$ cat src/rtl/matvec_ctrl.sv
// matvec_ctrl: feeds paired a/b chunks into an external vec_product unit,
// accumulates per-row dot products and streams one tagged result per row.
module matvec_ctrl #(
  parameter int BIT_WIDTH = 4,
  parameter int VEC_SIZE  = 64,
  parameter int RES_WIDTH = BIT_WIDTH*2+$clog2(VEC_SIZE),
  parameter int ACC_WIDTH = RES_WIDTH+8,
  parameter int CNT_WIDTH = 8
) (
  input  logic                          i_clk,
  input  logic                          i_rst_n,
  input  logic                          i_start,
  input  logic [CNT_WIDTH-1:0]          i_num_rows,
  input  logic [CNT_WIDTH-1:0]          i_num_chunks,
  output logic                          o_busy,
  output logic                          o_done,
  input  logic                          i_in_valid,
  output logic                          o_in_ready,
  input  logic [BIT_WIDTH*VEC_SIZE-1:0] i_a,
  input  logic [BIT_WIDTH*VEC_SIZE-1:0] i_b,
  output logic [BIT_WIDTH*VEC_SIZE-1:0] o_vp_a,
  output logic [BIT_WIDTH*VEC_SIZE-1:0] o_vp_b,
  input  logic [RES_WIDTH-1:0]          i_vp_product,
  output logic                          o_out_valid,
  input  logic                          i_out_ready,
  output logic [ACC_WIDTH-1:0]          o_out_data,
  output logic [CNT_WIDTH-1:0]          o_out_row,
  output logic                          o_out_last
);

  typedef enum logic [1:0] {
    IDLE,
    RUN,
    FLUSH
  } state_t;

  state_t               state;
  logic [CNT_WIDTH-1:0] num_rows_q;
  logic [CNT_WIDTH-1:0] num_chunks_q;
  logic [CNT_WIDTH-1:0] row_cnt;
  logic [CNT_WIDTH-1:0] chunk_cnt;
  logic                 s1_valid;
  logic                 s1_last;
  logic [CNT_WIDTH-1:0] s1_row;
  logic [ACC_WIDTH-1:0] acc;

  logic                 stall;
  logic                 in_fire;
  logic                 chunk_end;
  logic                 last_beat;
  logic [ACC_WIDTH-1:0] prod_ext;
  logic [ACC_WIDTH-1:0] acc_sum;

  // a finished row that cannot leave blocks S1 and the accumulator
  assign stall = s1_valid & s1_last
               & o_out_valid & ~i_out_ready;
  assign o_in_ready = (state == RUN) & ~stall;
  assign in_fire = i_in_valid & o_in_ready;
  assign chunk_end =
    chunk_cnt == num_chunks_q - CNT_WIDTH'(1);
  assign last_beat = chunk_end &
    (row_cnt == num_rows_q - CNT_WIDTH'(1));
  assign prod_ext = {
    {(ACC_WIDTH-RES_WIDTH){i_vp_product[RES_WIDTH-1]}},
    i_vp_product
  };
  assign acc_sum = acc + prod_ext;

  always_ff @(posedge i_clk or negedge i_rst_n) begin
    if (!i_rst_n) begin
      state        <= IDLE;
      o_busy       <= 1'b0;
      o_done       <= 1'b0;
      num_rows_q   <= '0;
      num_chunks_q <= '0;
      row_cnt      <= '0;
      chunk_cnt    <= '0;
    end else begin
      o_done <= 1'b0;
      unique case (state)
        IDLE: begin
          if (i_start) begin
            num_rows_q   <= i_num_rows;
            num_chunks_q <= i_num_chunks;
            row_cnt      <= '0;
            chunk_cnt    <= '0;
            if (i_num_rows == '0 || i_num_chunks == '0) begin
              o_done <= 1'b1;
            end else begin
              state  <= RUN;
              o_busy <= 1'b1;
            end
          end
        end
        RUN: begin
          if (in_fire) begin
            if (chunk_end) begin
              chunk_cnt <= '0;
              row_cnt   <= row_cnt + CNT_WIDTH'(1);
            end else begin
              chunk_cnt <= chunk_cnt + CNT_WIDTH'(1);
            end
            if (last_beat) state <= FLUSH;
          end
        end
        FLUSH: begin
          if (!s1_valid && (!o_out_valid || i_out_ready)) begin
            state  <= IDLE;
            o_busy <= 1'b0;
            o_done <= 1'b1;
          end
        end
        default: state <= IDLE;
      endcase
    end
  end

  always_ff @(posedge i_clk or negedge i_rst_n) begin
    if (!i_rst_n) begin
      o_vp_a      <= '0;
      o_vp_b      <= '0;
      s1_valid    <= 1'b0;
      s1_last     <= 1'b0;
      s1_row      <= '0;
      acc         <= '0;
      o_out_valid <= 1'b0;
      o_out_data  <= '0;
      o_out_row   <= '0;
      o_out_last  <= 1'b0;
    end else begin
      if (!stall) begin
        s1_valid <= in_fire;
        if (in_fire) begin
          o_vp_a  <= i_a;
          o_vp_b  <= i_b;
          s1_row  <= row_cnt;
          s1_last <= chunk_end;
        end
        if (s1_valid) begin
          if (s1_last) begin
            o_out_data <= acc_sum;
            o_out_row  <= s1_row;
            o_out_last <=
              s1_row == num_rows_q - CNT_WIDTH'(1);
            acc        <= '0;
          end else begin
            acc <= acc_sum;
          end
        end
      end
      // a new row result overrides the clear from acceptance
      if (s1_valid && s1_last && !stall) begin
        o_out_valid <= 1'b1;
      end else if (i_out_ready) begin
        o_out_valid <= 1'b0;
      end
    end
  end

endmodule

$ cat config.mk
export PLATFORM = sky130hd
export DESIGN_NAME = matvec_ctrl
export DESIGN_NICKNAME = d
export VERILOG_FILES = /design/src/rtl/matvec_ctrl.sv
export SDC_FILE = /design/constraint.sdc
export NUM_CORES = 1
export LEC_CHECK = 0
export CAP_MARGIN = 10
export CORE_AREA = 2 2 427 429
export CTS_CLUSTER_DIAMETER = 200
export DETAILED_ROUTE_END_ITERATION = 10
export DIE_AREA = 0 0 429 431
export GPL_TIMING_DRIVEN = 0
export PLACE_DENSITY = 0.36
export SLEW_MARGIN = 20
export SYNTH_ARGS = -nofsm -noshare
export SYNTH_HDL_FRONTEND = slang
export SYNTH_SLANG_ARGS = --single-unit
$ cat constraint.sdc
create_clock -name i_clk -period 2.2 [get_ports i_clk]
set_input_delay 0.66 -clock i_clk [delete_from_list [all_inputs] [get_ports i_clk]]
set_output_delay 0.66 -clock i_clk [all_outputs]
set_load 0.02 [all_outputs]
==> results of run 1 <==
-- how the worst max path moves through the flow --
stage / to / slack, ns / from / depth (start not counted)
floorplan: o_out_data[20] / -0.33 / i_vp_product[0] / 10
global placement: o_vp_b[216] / -32.34 / i_rst_n / 1
detailed placement: o_vp_a[5] / -2.39 / i_out_ready / 9
CTS: o_out_data[18] / -0.16 / acc[0] / 10
global route: o_out_data[20] / -0.24 / acc[0] / 10
finish: o_out_data[20] / -0.13 / acc[0] / 10
-- registers in the layout, summed over array words and instances, names as in the netlist, 2 cells and up --
| signal | cells |
|---|---|
| state | 2 |
| chunk_cnt | 8 |
| o_vp_a | 256 |
| num_chunks_q | 8 |
| acc | 22 |
| o_out_data | 22 |
| o_vp_b | 256 |
| num_rows_q | 8 |
| s1_row | 8 |
| o_out_row | 8 |
| row_cnt | 8 |
-- area by class of cell --
class | instances | area share, %
diodes | 11 | 0.06404
inverters | 18 | 0.1572
repair buffers | 1145 | 25.69
multi-input cells | 2052 | 22.77
clock buffers | 127 | 5.810
plain buffers | 140 | 2.102
flip-flops and latches | 612 | 35.70
clock inverters | 26 | 0.8093
well taps | 2370 | 6.899
-- worst register-to-register path, cell delays in order (launching register included) --
cell                       delay, ns
sky130_fd_sc_hd__dfrtp_1        0.40
sky130_fd_sc_hd__ha_4           0.18
sky130_fd_sc_hd__inv_2          0.05
sky130_fd_sc_hd__fa_2           0.21
sky130_fd_sc_hd__nor2b_2        0.05
sky130_fd_sc_hd__o21ai_2        0.18
sky130_fd_sc_hd__a21boi_4       0.11
sky130_fd_sc_hd__o311ai_4       0.33
sky130_fd_sc_hd__a21oi_2        0.10
sky130_fd_sc_hd__or3_4          0.38
sky130_fd_sc_hd__a31o_2         0.24
-- cell families (layout without fill, tap and decap cells) --
family          after synthesis  after routing
buf+inv                     162           1456
flops                       612            612
simple gates               1820           1820
mux                          12             12
fa+ha+maj                    26             26
compound gates              144            144
xor+xnor                     50             50
other cells                   0             11
-- power groups by stage --
| stage | Clock, mW | Sequential [mW] | Combinational, mW |
|---|---|---|---|
| 2_1_floorplan | 0 | 22.5 | 5.83 |
| 3_3_place_gp | 0 | 18.5 | 23.9 |
| 3_5_place_dp | 0 | 18.4 | 24.0 |
| 4_1_cts | 15.1 | 18.2 | 22.4 |
| 5_1_grt | 15.5 | 18.8 | 24.1 |
| 6_report | 14.5 | 18.3 | 22.5 |
-- layer usage --
layer,global-route usage [%],vias to the layer above,share of wire (%)
met2,29.13,650,53
met5,0,-,0.057
met4,3.719,14,1.9
met3,4.044,188,5.5
met1,18.81,11650,40
li1,-,11316,-
-- synthesized netlist by cell type, drive strengths merged (4+ instances only) --
| master | instances |
|---|---|
| nand2b | 4 |
| and2 | 4 |
| inv | 18 |
| mux2 | 7 |
| nor2 | 28 |
| a21boi | 4 |
| and3 | 8 |
| o21ai | 41 |
| a21oi | 30 |
| nor4 | 12 |
| xnor2 | 29 |
| or4 | 4 |
| a22o | 8 |
| nor2b | 5 |
| o31ai | 8 |
| nor3 | 11 |
| nand3 | 18 |
| a211o | 6 |
| a31o | 8 |
| buf | 52 |
| xor2 | 21 |
| dfrtp | 612 |
| nand4 | 13 |
| mux2i | 5 |
| a21o | 6 |
| ha | 25 |
| a211oi | 5 |
| a31oi | 4 |
| or2 | 4 |
| clkbuf | 92 |
| nand2 | 1697 |
-- what timing repair did --
action                                   CTS  global route
hold buffers                               3             0
endpoints found under the setup margin  1135           190
cloned                                     2             2
endpoints found under the hold margin     12             0
pin swaps                                 36            38
buffers inserted                          23            13
resized for setup                       1114            91
==> results.md, run 1 <==
- The total half-perimeter wirelength after legalization and detailed placement is 122.5 mm.
- The worst slack at placement is -2.389 ns.
- Of all nets on the critical path, the largest fanout is 3.
- In the routed layout, each cell is associated on average with a via count of 3.664.
- The flow ran to the end, but the final reports show violations.
- Counting instances, the worst hold path has a depth of 2.
- The portion of synthesized area spent on multiplexers is 0.5312%.
- Measured against its own limit, the worst slew margin works out to 50.44%.
- The launch point of the worst hold path is o_vp_a[138].
- The total detailed-routing wirelength is 152.4 mm.
- The root buffer cell chosen for the clock tree is sky130_fd_sc_hd__clkbuf_16.
- The post-synthesis net count is between 3000 and 4000.
- Setup violations remaining at the end of the flow were counted as 26.
- The slowest stage of the critical path is the sky130_fd_sc_hd__dfrtp_1 cell.
- Registers are responsible for 33.1% of the overall power.
- The data arrival time of the critical path is 2.90 ns.
- The count of placed standard cells in the final layout, fillers left out is 6501.
- The critical path goes through ha_4 -> inv_2 -> fa_2 -> nor2b_2 -> o21ai_2 -> a21boi_4 -> o311ai_4 -> a21oi_2 -> or3_4 -> a31o_2.
- The number of antenna violations at the first check in global routing is 50.
- Summing over every cut layer, the via total after detailed routing is 23818.
- Across all register-to-register paths, the minimum setup slack is -0.13 ns.
- Summing all flip-flop and latch instances after layout gives approximately 15000 sq um.
- The clock latency at the later pin of the worst-skew pair is 0.70 ns.
- The proportion of layout cells with a drive suffix above 1 is between 10% and 20%.
- The logic gate share of total power is 40.7%.
- Leaving out fill and tap cells, the most frequent cell in the layout is sky130_fd_sc_hd__nand2_1.
- The number of hold-slack violations in the final timing report was 0.
- The synthesized netlist occupies a cell area of approximately 25000 sq um.
- The die covers 184900 sq um.
- The number of primary I/O pins is around 1100.
- The post-synthesis share of cell area spent on full adders, half adders and majority gates is under 10%.
- In this run the critical register-to-register path is captured at o_out_data[20].
- Together, buffers and inverters on the worst path number 1.
- The wire length per cell after detailed routing is 23.45 um.
- The area growth from synthesis to final layout is 72.16%.
- The final critical path takes up 106.0% of the cycle.
- After Yosys synthesis, and, or, nand and nor cells account for 28.38% of the synthesized area.
- The total number of H-tree levels is 3.
- The count of distinct cell types in the synthesized netlist is just over 70.
- Summed over all layers, the global routing overflow is 0.
- The total area inside the core boundary comes to 180200 sq um.
- The analysis attributes to cell leakage a power of roughly 21 nW.
- The largest single stage delay on the critical path is 0.40 ns.
- The sequential element share of the synthesized area is 61.34%.
- Across the run, the number of max-cap violations was 0.
- The number of cells on the worst reg-to-reg path is 10.
- The via count of the first global-routing pass is 24161.
- After routing the design area is 42980 sq um.
- The routability congestion estimate is about 0.86.
- The worst supply voltage drop on vdd is 0.0005254 V.
- In this run the deepest clock path goes through 3 buffers.
- The worst setup path is captured at a flip-flop.
- The transition time at the pin with the least slew margin is 0.7434 ns.
- During synthesis, Yosys emitted a total of 0 warnings.
- The clock sink total is ~600.
- In the layout the commonest cells are sky130_fd_sc_hd__nand2_1, sky130_fd_sc_hd__dfrtp_1, sky130_fd_sc_hd__clkdlybuf4s50_1.
- The checks that failed: negative setup slack.
- The minimum setup slack in the final design is -0.1314 ns.
- The number of buffer cells added on primary ports is 1093.
- The net switching power is 22.65 mW.
- The switching share of power is 40.98%.
- Based on the critical path, the design can be clocked at up to around 430 MHz.
- In this run, CTS created clock tree buffers numbering 86.
- The design draws approximately 55 mW.
- The horizontal die dimension is about 430 um.
- The class of the worst hold path is flip-flop to flip-flop.
- The largest family of logic cells by synthesized area is simple AND/OR/NAND/NOR gates.
- After clock tree synthesis, the clock-pin slew on the worst setup and hold paths is 0.06 ns.
- The beginning of the worst register-to-register path is acc[0].
- After the last flow step, the layout net total stands at 4628.
- The relative contribution of the clock network to total power is 26.2%.
- The largest area contributor in the netlist is sky130_fd_sc_hd__dfrtp_1.
- The number of slew-limit violations in the final report came to 0.
- The worst setup path is of the flip-flop to flip-flop kind.
- The cell-internal power is 32.61 mW.
- In this run, synthesis inferred 0 flip-flops with an integrated enable.
- The number of synthesized register bits is around 600.
- The launching element type of the critical path is a flip-flop.
- The final core utilization is 23.86%.
- For this run, the detailed router's first-pass iteration total came to 5.
- For the final routed database, the setup TNS stands at -1.195 ns.
- The TritonCTS clock tree is yes.
- Hold timing on the final database bottoms out at a slack of 0.4632 ns.
- The maximum clock skew at final layout is around 0.017 ns.
- The path with the worst hold slack has its endpoint at o_vp_a[138].
- The first-pass GRT wire length is 206.4 mm.
- The kind of cell with the highest combined delay on the critical path is compound AO/OA/AOI/OAI gates.
- The initial core utilization is 13.86%.
- The dominant register cell in the synthesized netlist is sky130_fd_sc_hd__dfrtp_1.
- Yosys attributes the largest share of cell area to sky130_fd_sc_hd__dfrtp_1, sky130_fd_sc_hd__nand2_1, sky130_fd_sc_hd__clkbuf_1.
- Synthesis produced a netlist whose cell count is 2826.
- The area fraction in compound gates after synthesis is 3.899%.
- The global routing usage summed across all routing layers is 16.05%.
- The number of remaining DRC errors is 0.
- The number of cells after detailed placement is 6298.
- In this run the remaining antenna-violating nets after routing total 0.
- The smallest clock period supported by the final layout is computed as 2.331 ns.
- The layout has 19828 filler cells.
- After synthesis, the mean cell area works out to approximately 9 sq um.
- The share of flip-flops with an asynchronous set or reset is 100.0%.
- After the first detailed-routing iteration, the DRC count stood at 1419.
- Summing the areas of all xor and xnor instances in the mapped netlist gives 1.754% of the synthesized area.
- Once placement finished, the instance area stood at 39440 sq um.
- From bottom edge to top edge, the die measures 431 um.
- Setup repair after global routing could not meet its margin everywhere.
- The power density over the cells is 1286 nW/um^2.
- Summing all multi-input logic gate instances after layout gives around 9800 sq um.
- The initialized floorplan defines 156 standard-cell rows.
- The required time of the critical path is 2.77 ns.
- The top cell type by area accounts for 61.34% of the synthesized area.
- The largest net degree at the start of global routing is 85.
No activity file was read; power rests on OpenSTA's default activity.
==> run 2: changes to the inputs <==
Settings changed: TNS_END_PERCENT set to 50.
==> run 2 against run 1 <==
The run still ends with negative setup slack left. Register-to-register slack worse by 0.05 ns. Worst setup slack worse by 0.090 ns. Utilization is 0.18 points higher. Combinational power is 2% higher.
==> results.md, run 2 (synthesis results as in run 1) <==
- The run finished, with violations left.
- The checks that failed: negative setup slack.
- around 1100 I/O pins were placed.
- The power density over the cells is 1274 nW/um^2.
- For this design, the sink count on the clock tree is ~610.
- The critical path endpoint category is a flip-flop.
- The initial utilization of the core area, before any placement, comes to 13.86%.
- Clock-pin slew was measured on the worst setup and hold paths at 0.05 ns.
- The number of remaining DRC errors is 0.
- Once routing completed, OpenROAD measured the worst setup slack at -0.2212 ns.
- The number of slew-limit violations in the final report is 0.
- Cells with a size suffix above 1 make up 13.86% of the layout.
- The horizontal die dimension is 429 um.
- From synthesis to final layout, the design area changed by 73.49%.
- The data arrival time of the critical path is between 3 and 4 ns.
- The total number of H-tree levels is 3.
- The floorplan step defined a core boundary enclosing 180200 sq um.
- The worst supply voltage drop on vdd is ~0.00060 V.
- The launch point of the worst hold path is o_vp_b[183].
- The worst hold path passes through 2 cells.
- The max-cap check violation count is 0.
- Measured on the finished design, the core utilization comes to 24.04%.
- The worst-path maximum fanout is 4.
- The leakage power is 23.06 nW.
- The number of hold-slack violations in the final timing report is 0.
- The share of the clock period used by the worst path after layout is 110.1%.
- The clock latency at the later pin of the worst-skew pair is 0.70 ns.
- After detailed routing, the number of vias per cell comes to around 3.7.
- The global routing usage summed across all routing layers is 16.43%.
- The most common cell after layout, fill and taps aside is sky130_fd_sc_hd__nand2_1.
- The first global-routing pass estimated 209.6 mm of wire.
- The post-route antenna net violation count is 0.
- The setup total negative slack is -2.256 ns.
- Measured in cells, the most critical reg-to-reg path has a length of 10.
- The total number of vias is 24071.
- The worst register-to-register path begins at acc[0].
- In the layout the commonest cells are sky130_fd_sc_hd__nand2_1, sky130_fd_sc_hd__dfrtp_1, sky130_fd_sc_hd__clkdlybuf4s50_1.
- The via count of the first global-routing pass is 24376.
- Setup repair after global routing could not meet its margin everywhere.
- The cell at the root of the clock tree is sky130_fd_sc_hd__clkbuf_16.
- The storage element area is 15330 sq um.
- The number of detailed-routing iterations run before antenna repair is 5.
- The number of antenna violations at the first check in global routing is 46.
- STA puts the critical path data required time at 2.79 ns.
- For hold timing, the worst endpoint is o_vp_b[183].
- The worst setup path is of the primary input to flip-flop kind.
- Detailed placement finished with a half-perimeter wire length of between 100 and 150 mm.
- The number of fill cells in the layout is 19902.
- Counting along the longest clock path gives a buffer depth of 3.
- The wire length per cell after detailed routing is 24.14 um.
- The class of the worst hold path is flip-flop to flip-flop.
- The headroom to the max-slew limit is 48.47%.
- Routability-driven placement finished with a final weighted congestion of between 0.8 and 0.9.
- The final-layout worst hold slack is 0.4636 ns.
- In the final layout, the registers with the most flip-flops are o_vp_a (256), o_vp_b (256).
- The post-route minimum period is 2.421 ns.
- The final-stage net count is ~4600.
- The residual overflow from global routing is 0.
- The count of final setup violators is 30.
- At the pin with the least slew margin, the transition time is 0.7729 ns.
- The floorplan has 156 rows.
- The number of buffer cells added on primary ports is 1093.
- The multi-input gate area in the final layout is 9769 sq um.
- Entering global routing, the biggest net connects 85 pins.
- The worst setup path is launched from a primary input.
- The first routing iteration left approximately 1500 violations.
- The capture point of the worst reg-to-reg path is acc[20].
- From bottom edge to top edge, the die measures 431 um.
- Timing would allow up to 413.0 MHz.
- Across the routed clock network, the largest skew measured is 0.03454 ns.
- TritonCTS built the clock tree.
- The die covers between 150000 and 200000 sq um.
- Setup slack on the worst reg-to-reg path comes out at -0.18 ns.
- The total detailed-routing wirelength is 156.8 mm.
- The clock buffer count from CTS is 87.
run 2: cell types whose count changed in the layout (fill, tap and decap cells not counted), sizes merged, moves of 2 or more:
cell and delta:
clkdlybuf4s15 -86, bufinv -4, clkinvlp +2, clkinv -2, dlymetal6s2s +227, buf -17
diode +3, clkbuf +67, inv +2, dlygate4sd2 -196
run 2: worst max-delay path by stage:
stage,startpoint,slack (ns),to,cells past startpoint
detailed placement,i_out_ready,-2.60,o_vp_a[1],9
finish,i_vp_product[2],-0.22,acc[20],9
global route,acc[0],-0.24,o_out_data[20],10
CTS,o_vp_b[121],-0.27,o_vp_b[121],1
global placement,i_rst_n,-32.72,o_vp_a[4],1
floorplan,i_vp_product[0],-0.33,o_out_data[20],10
run 2: per-stage QoR:
stage	setup slack, ns	instances	power [mW]	cell area [sq um]
final	-0.2212	6496	55.20	43310
after global routing	-0.2407	6485	58.29	43290
after CTS	-0.2664	6462	56.01	42370
after detailed placement	-2.599	6297	42.37	39400
after global placement	-32.72	6289	42.43	39180
after floorplan	-0.3281	2826	28.32	25270
run 2: repair_timing:
action,4_1_cts,5_1_grt
endpoints found under the setup margin,1135,656
endpoints found under the hold margin,73,37
resized for setup,573,554
cloned,1,2
pin swaps,30,38
buffers inserted,18,15
run 2: final cells by class:
class                   count  area share (%)
flip-flops and latches    612           35.39
inverters                  18          0.1560
well taps                2370           6.846
multi-input cells        2052           22.56
repair buffers           1140           26.44
clock buffers             126           5.879
plain buffers             140           2.120
diodes                     14         0.08089
clock inverters            24          0.5344
run 2: power by group:
| part | switching [mW] | leakage [nW] | internal (mW) | total, mW |
|---|---|---|---|---|
| registers | 2.71 | 7.49 | 15.3 | 18.0 |
| clock network | 5.84 | 1.36 | 8.33 | 14.2 |
| logic | 14.0 | 14.2 | 8.98 | 23.0 |
run 2: worst max-delay path: stages:
cell	delay [ns]
sky130_fd_sc_hd__clkdlybuf4s50_1	0.55
sky130_fd_sc_hd__ha_4	0.24
sky130_fd_sc_hd__nor2b_2	0.15
sky130_fd_sc_hd__o21ai_2	0.20
sky130_fd_sc_hd__a21boi_4	0.11
sky130_fd_sc_hd__o311ai_4	0.35
sky130_fd_sc_hd__a21oi_2	0.11
sky130_fd_sc_hd__or3_4	0.38
sky130_fd_sc_hd__a32o_1	0.25
run 2: routing by layer:
layer	up-vias	GRT usage (%)	wire length (um)	share of wire [%]
met5	-	0	108	0.069
met4	16	3.528	4350	2.8
met3	209	4.268	9252	5.9
met2	672	30.26	82360	53
met1	11829	18.93	60730	39
li1	11345	-	-	-
==> run 3: changes to the inputs <==
Settings changed: PLACE_DENSITY 0.36 to 0.35.
Clock period 2.2 ns to 2.3 ns, I/O delays scaled along.
==> run 3 against run 2 <==
The run ends with negative hold slack, negative setup slack left. Via count is 0.85% lower. Critical path type unchanged. Worst setup slack improved by 0.094 ns. Critical endpoint unchanged. Highest routed layer unchanged. Largest power group unchanged. Sequential power is 4% lower.
==> results.md, run 3 (synthesis results as in run 1) <==
- After layout, the worst setup slack is -0.1272 ns.
- The first-pass GRT wire length is between 200 and 250 mm.
- The area of the placeable core is 180200 sq um.
- The global routing usage summed across all routing layers is 16.47%.
- The setup check on the worst reg-to-reg path leaves a slack of -0.08 ns.
- Routability-driven placement finished with a final weighted congestion of 0.8783.
- The number of hold-slack violations in the final timing report is 70.
- The clock sink total is 612.
- Traced cell by cell, the critical path runs through clkdlybuf4s50_1 -> ha_4 -> nor2b_2 -> o21ai_2 -> a21boi_4 -> o311ai_4 -> a21oi_2 -> or3_4 -> a32o_1.
- After layout, the minimum clock period comes to 2.427 ns.
- The final reports fail on negative hold slack, negative setup slack.
- The max-cap check violation count is 0.
- The worst supply voltage drop on vdd is about 0.00056 V.
- The required time of the critical path is 2.88 ns.
- The run finished, with violations left.
- The violation count after the first detailed-route iteration is 1194.
- Clock skew on the completed layout was measured at 0.02838 ns.
- The routed design has 156.3 mm of wire.
- The most common cell after layout, fill and taps aside is sky130_fd_sc_hd__nand2_1.
- The total number of vias is 23866.
- The critical path endpoint category is a flip-flop.
- OpenSTA, run right after detailed placement, puts the worst setup slack at -2.246 ns.
- The clock latency at the later pin of the worst-skew pair is 0.70 ns.
- The average vias per placed instance is 3.673.
- The number of slew-limit violations in the final report is 0.
- The wire length per cell after detailed routing is ~24 um.
- Along the worst path, the maximum fanout reaches 4.
- The class of the worst hold path is primary input to async pin.
- The type of the setup path with the least slack is primary input to flip-flop.
- The largest net degree at the start of global routing is between 80 and 90.
- The delay of the slowest cell on the worst path is between 0.5 and 0.6 ns.
- The count of final setup violators is 14.
- In the layout the commonest cells are sky130_fd_sc_hd__nand2_1, sky130_fd_sc_hd__dfrtp_1, sky130_fd_sc_hd__clkdlybuf4s50_1.
- For this design the static power due to leakage is 22.97 nW.
- The final-layout worst hold slack is -0.08991 ns.
- The number of remaining DRC errors is 0.
- The number of primary I/O pins is ~1100.
- The via count of the first global-routing pass is 24120.
- For this run, the top clock speed supported by timing is 412.0 MHz.
- STA puts the critical path data arrival time at between 3 and 4 ns.
- In this run the remaining antenna-violating nets after routing total 0.
- The floorplan has 156 rows.
- The proportion of layout cells with a drive suffix above 1 is 11.65%.
- The height of the die is 431 um.
- TritonCTS built the clock tree.
- The initial core utilization is 13.86%.
- The share of the clock period used by the worst path after layout is 105.5%.
- The area growth from synthesis to final layout is 73.73%.
- Measured against its own limit, the worst slew margin works out to between 40 and 50%.
- No sink is reached through more buffers than the 3 on the longest clock path.
- Clock tree synthesis inserted a total of 84 buffers.
- The worst setup path is launched from a primary input.
- For this run, the detailed router's first-pass iteration total came to 5.
- The slowest cell on the critical path is sky130_fd_sc_hd__clkdlybuf4s50_1.
- Summed over all nets, the half-perimeter wirelength after detailed placement is 126.5 mm.
- The number of antenna violations at the first check in global routing is 51.
- For the pin with the worst max-slew slack, the measured transition is 0.7964 ns.
- Setup repair after global routing could not meet its margin everywhere.
- The clock-pin slew of the registers on the worst-case setup and hold paths is 0.05 ns.
- The clock tree synthesis step divided the H-tree into 3 levels.
- In the final layout, the registers with the most flip-flops are o_vp_a (256), o_vp_b (256).
- The cell at the root of the clock tree is sky130_fd_sc_hd__clkbuf_16.
- In this run the power density over the cells is ~1200 nW/um^2.
- After the last flow step, the layout net total stands at 4624.
- The horizontal die dimension is approximately 430 um.
- The die covers approximately 180000 sq um.
- The residual overflow from global routing is 0.
- The number of fill cells in the layout is between 15000 and 20000.
- The design draws 53.03 mW.
- The number of buffer cells added on primary ports is around 1100.
run 3: per-stage QoR:
stage / util (%) / instance area, sq um / hold WS [ns] / setup TNS [ns] / instances
5_1_grt: 24.07 / 43360 / -0.1237 / -3.060 / 6491
3_3_place_gp: 21.70 / 39100 / 0.4568 / - / 6289
4_1_cts: 23.49 / 42310 / -0.06791 / -35.77 / 6461
2_1_floorplan: - / 25190 / 0.3944 / -2.072 / 2826
6_report: 24.07 / 43370 / -0.08991 / -0.6605 / 6498
3_5_place_dp: 21.84 / 39350 / 0.4610 / -1090.77 / 6298
run 3: worst max-delay path, delay by kind of cell:
family | cells | cell delay (ns)
adders and majority gates | 1 | 0.24
and+or+nand+nor | 2 | 0.54
buffers and inverters | 1 | 0.55
AOI/OAI and AO/OA | 5 | 0.98
run 3: final cells by class:
type,count,area (sq um),area share [%]
clock buffer,125,2509,5.784
buffer,140,897.1,2.068
multi-input combinational,2052,9535,21.98
sequential,612,15330,35.35
timing repair buffer,1143,11650,26.87
clock inverter,29,390.4,0.9000
tap,2370,2965,6.837
inverter,18,67.56,0.1558
antenna,9,22.52,0.05193
run 3: repair_timing:
item,in CTS,in global routing
resized for setup,592,339
pin swaps,18,24
buffers inserted,13,28
endpoints found under the hold margin,70,70
cloned,0,1
setup endpoints to repair,1123,800
run 3: worst paths after layout:
| kind | start | to | depth (start not counted) |
|---|---|---|---|
| worst min-delay path | i_rst_n | o_vp_a[194] | 1 |
| worst max register to register | acc[0] | acc[20] | 10 |
| max in group asynchronous | i_rst_n | o_vp_a[128] | 5 |
| min in group i_clk | o_vp_b[71] | o_vp_b[71] | 2 |
| worst min register to register | o_vp_b[71] | o_vp_b[71] | 2 |
| worst max-delay path | i_vp_product[2] | acc[20] | 9 |
run 3: routing by layer:
layer / vias up / track usage (%) / part of all wire [%]
met3: 186 / 3.884 / 5.1
met4: 18 / 3.348 / 1.7
met5: - / 0 / 0.075
met1: 11682 / 18.87 / 39
li1: 11338 / - / -
met2: 642 / 30.85 / 54
run 3: where the power goes:
group / switching [mW] / internal [mW]
Clock: 5.52 / 8.44
Combinational: 13.3 / 8.44
Sequential: 2.68 / 14.7
Total: 21.5 / 31.5
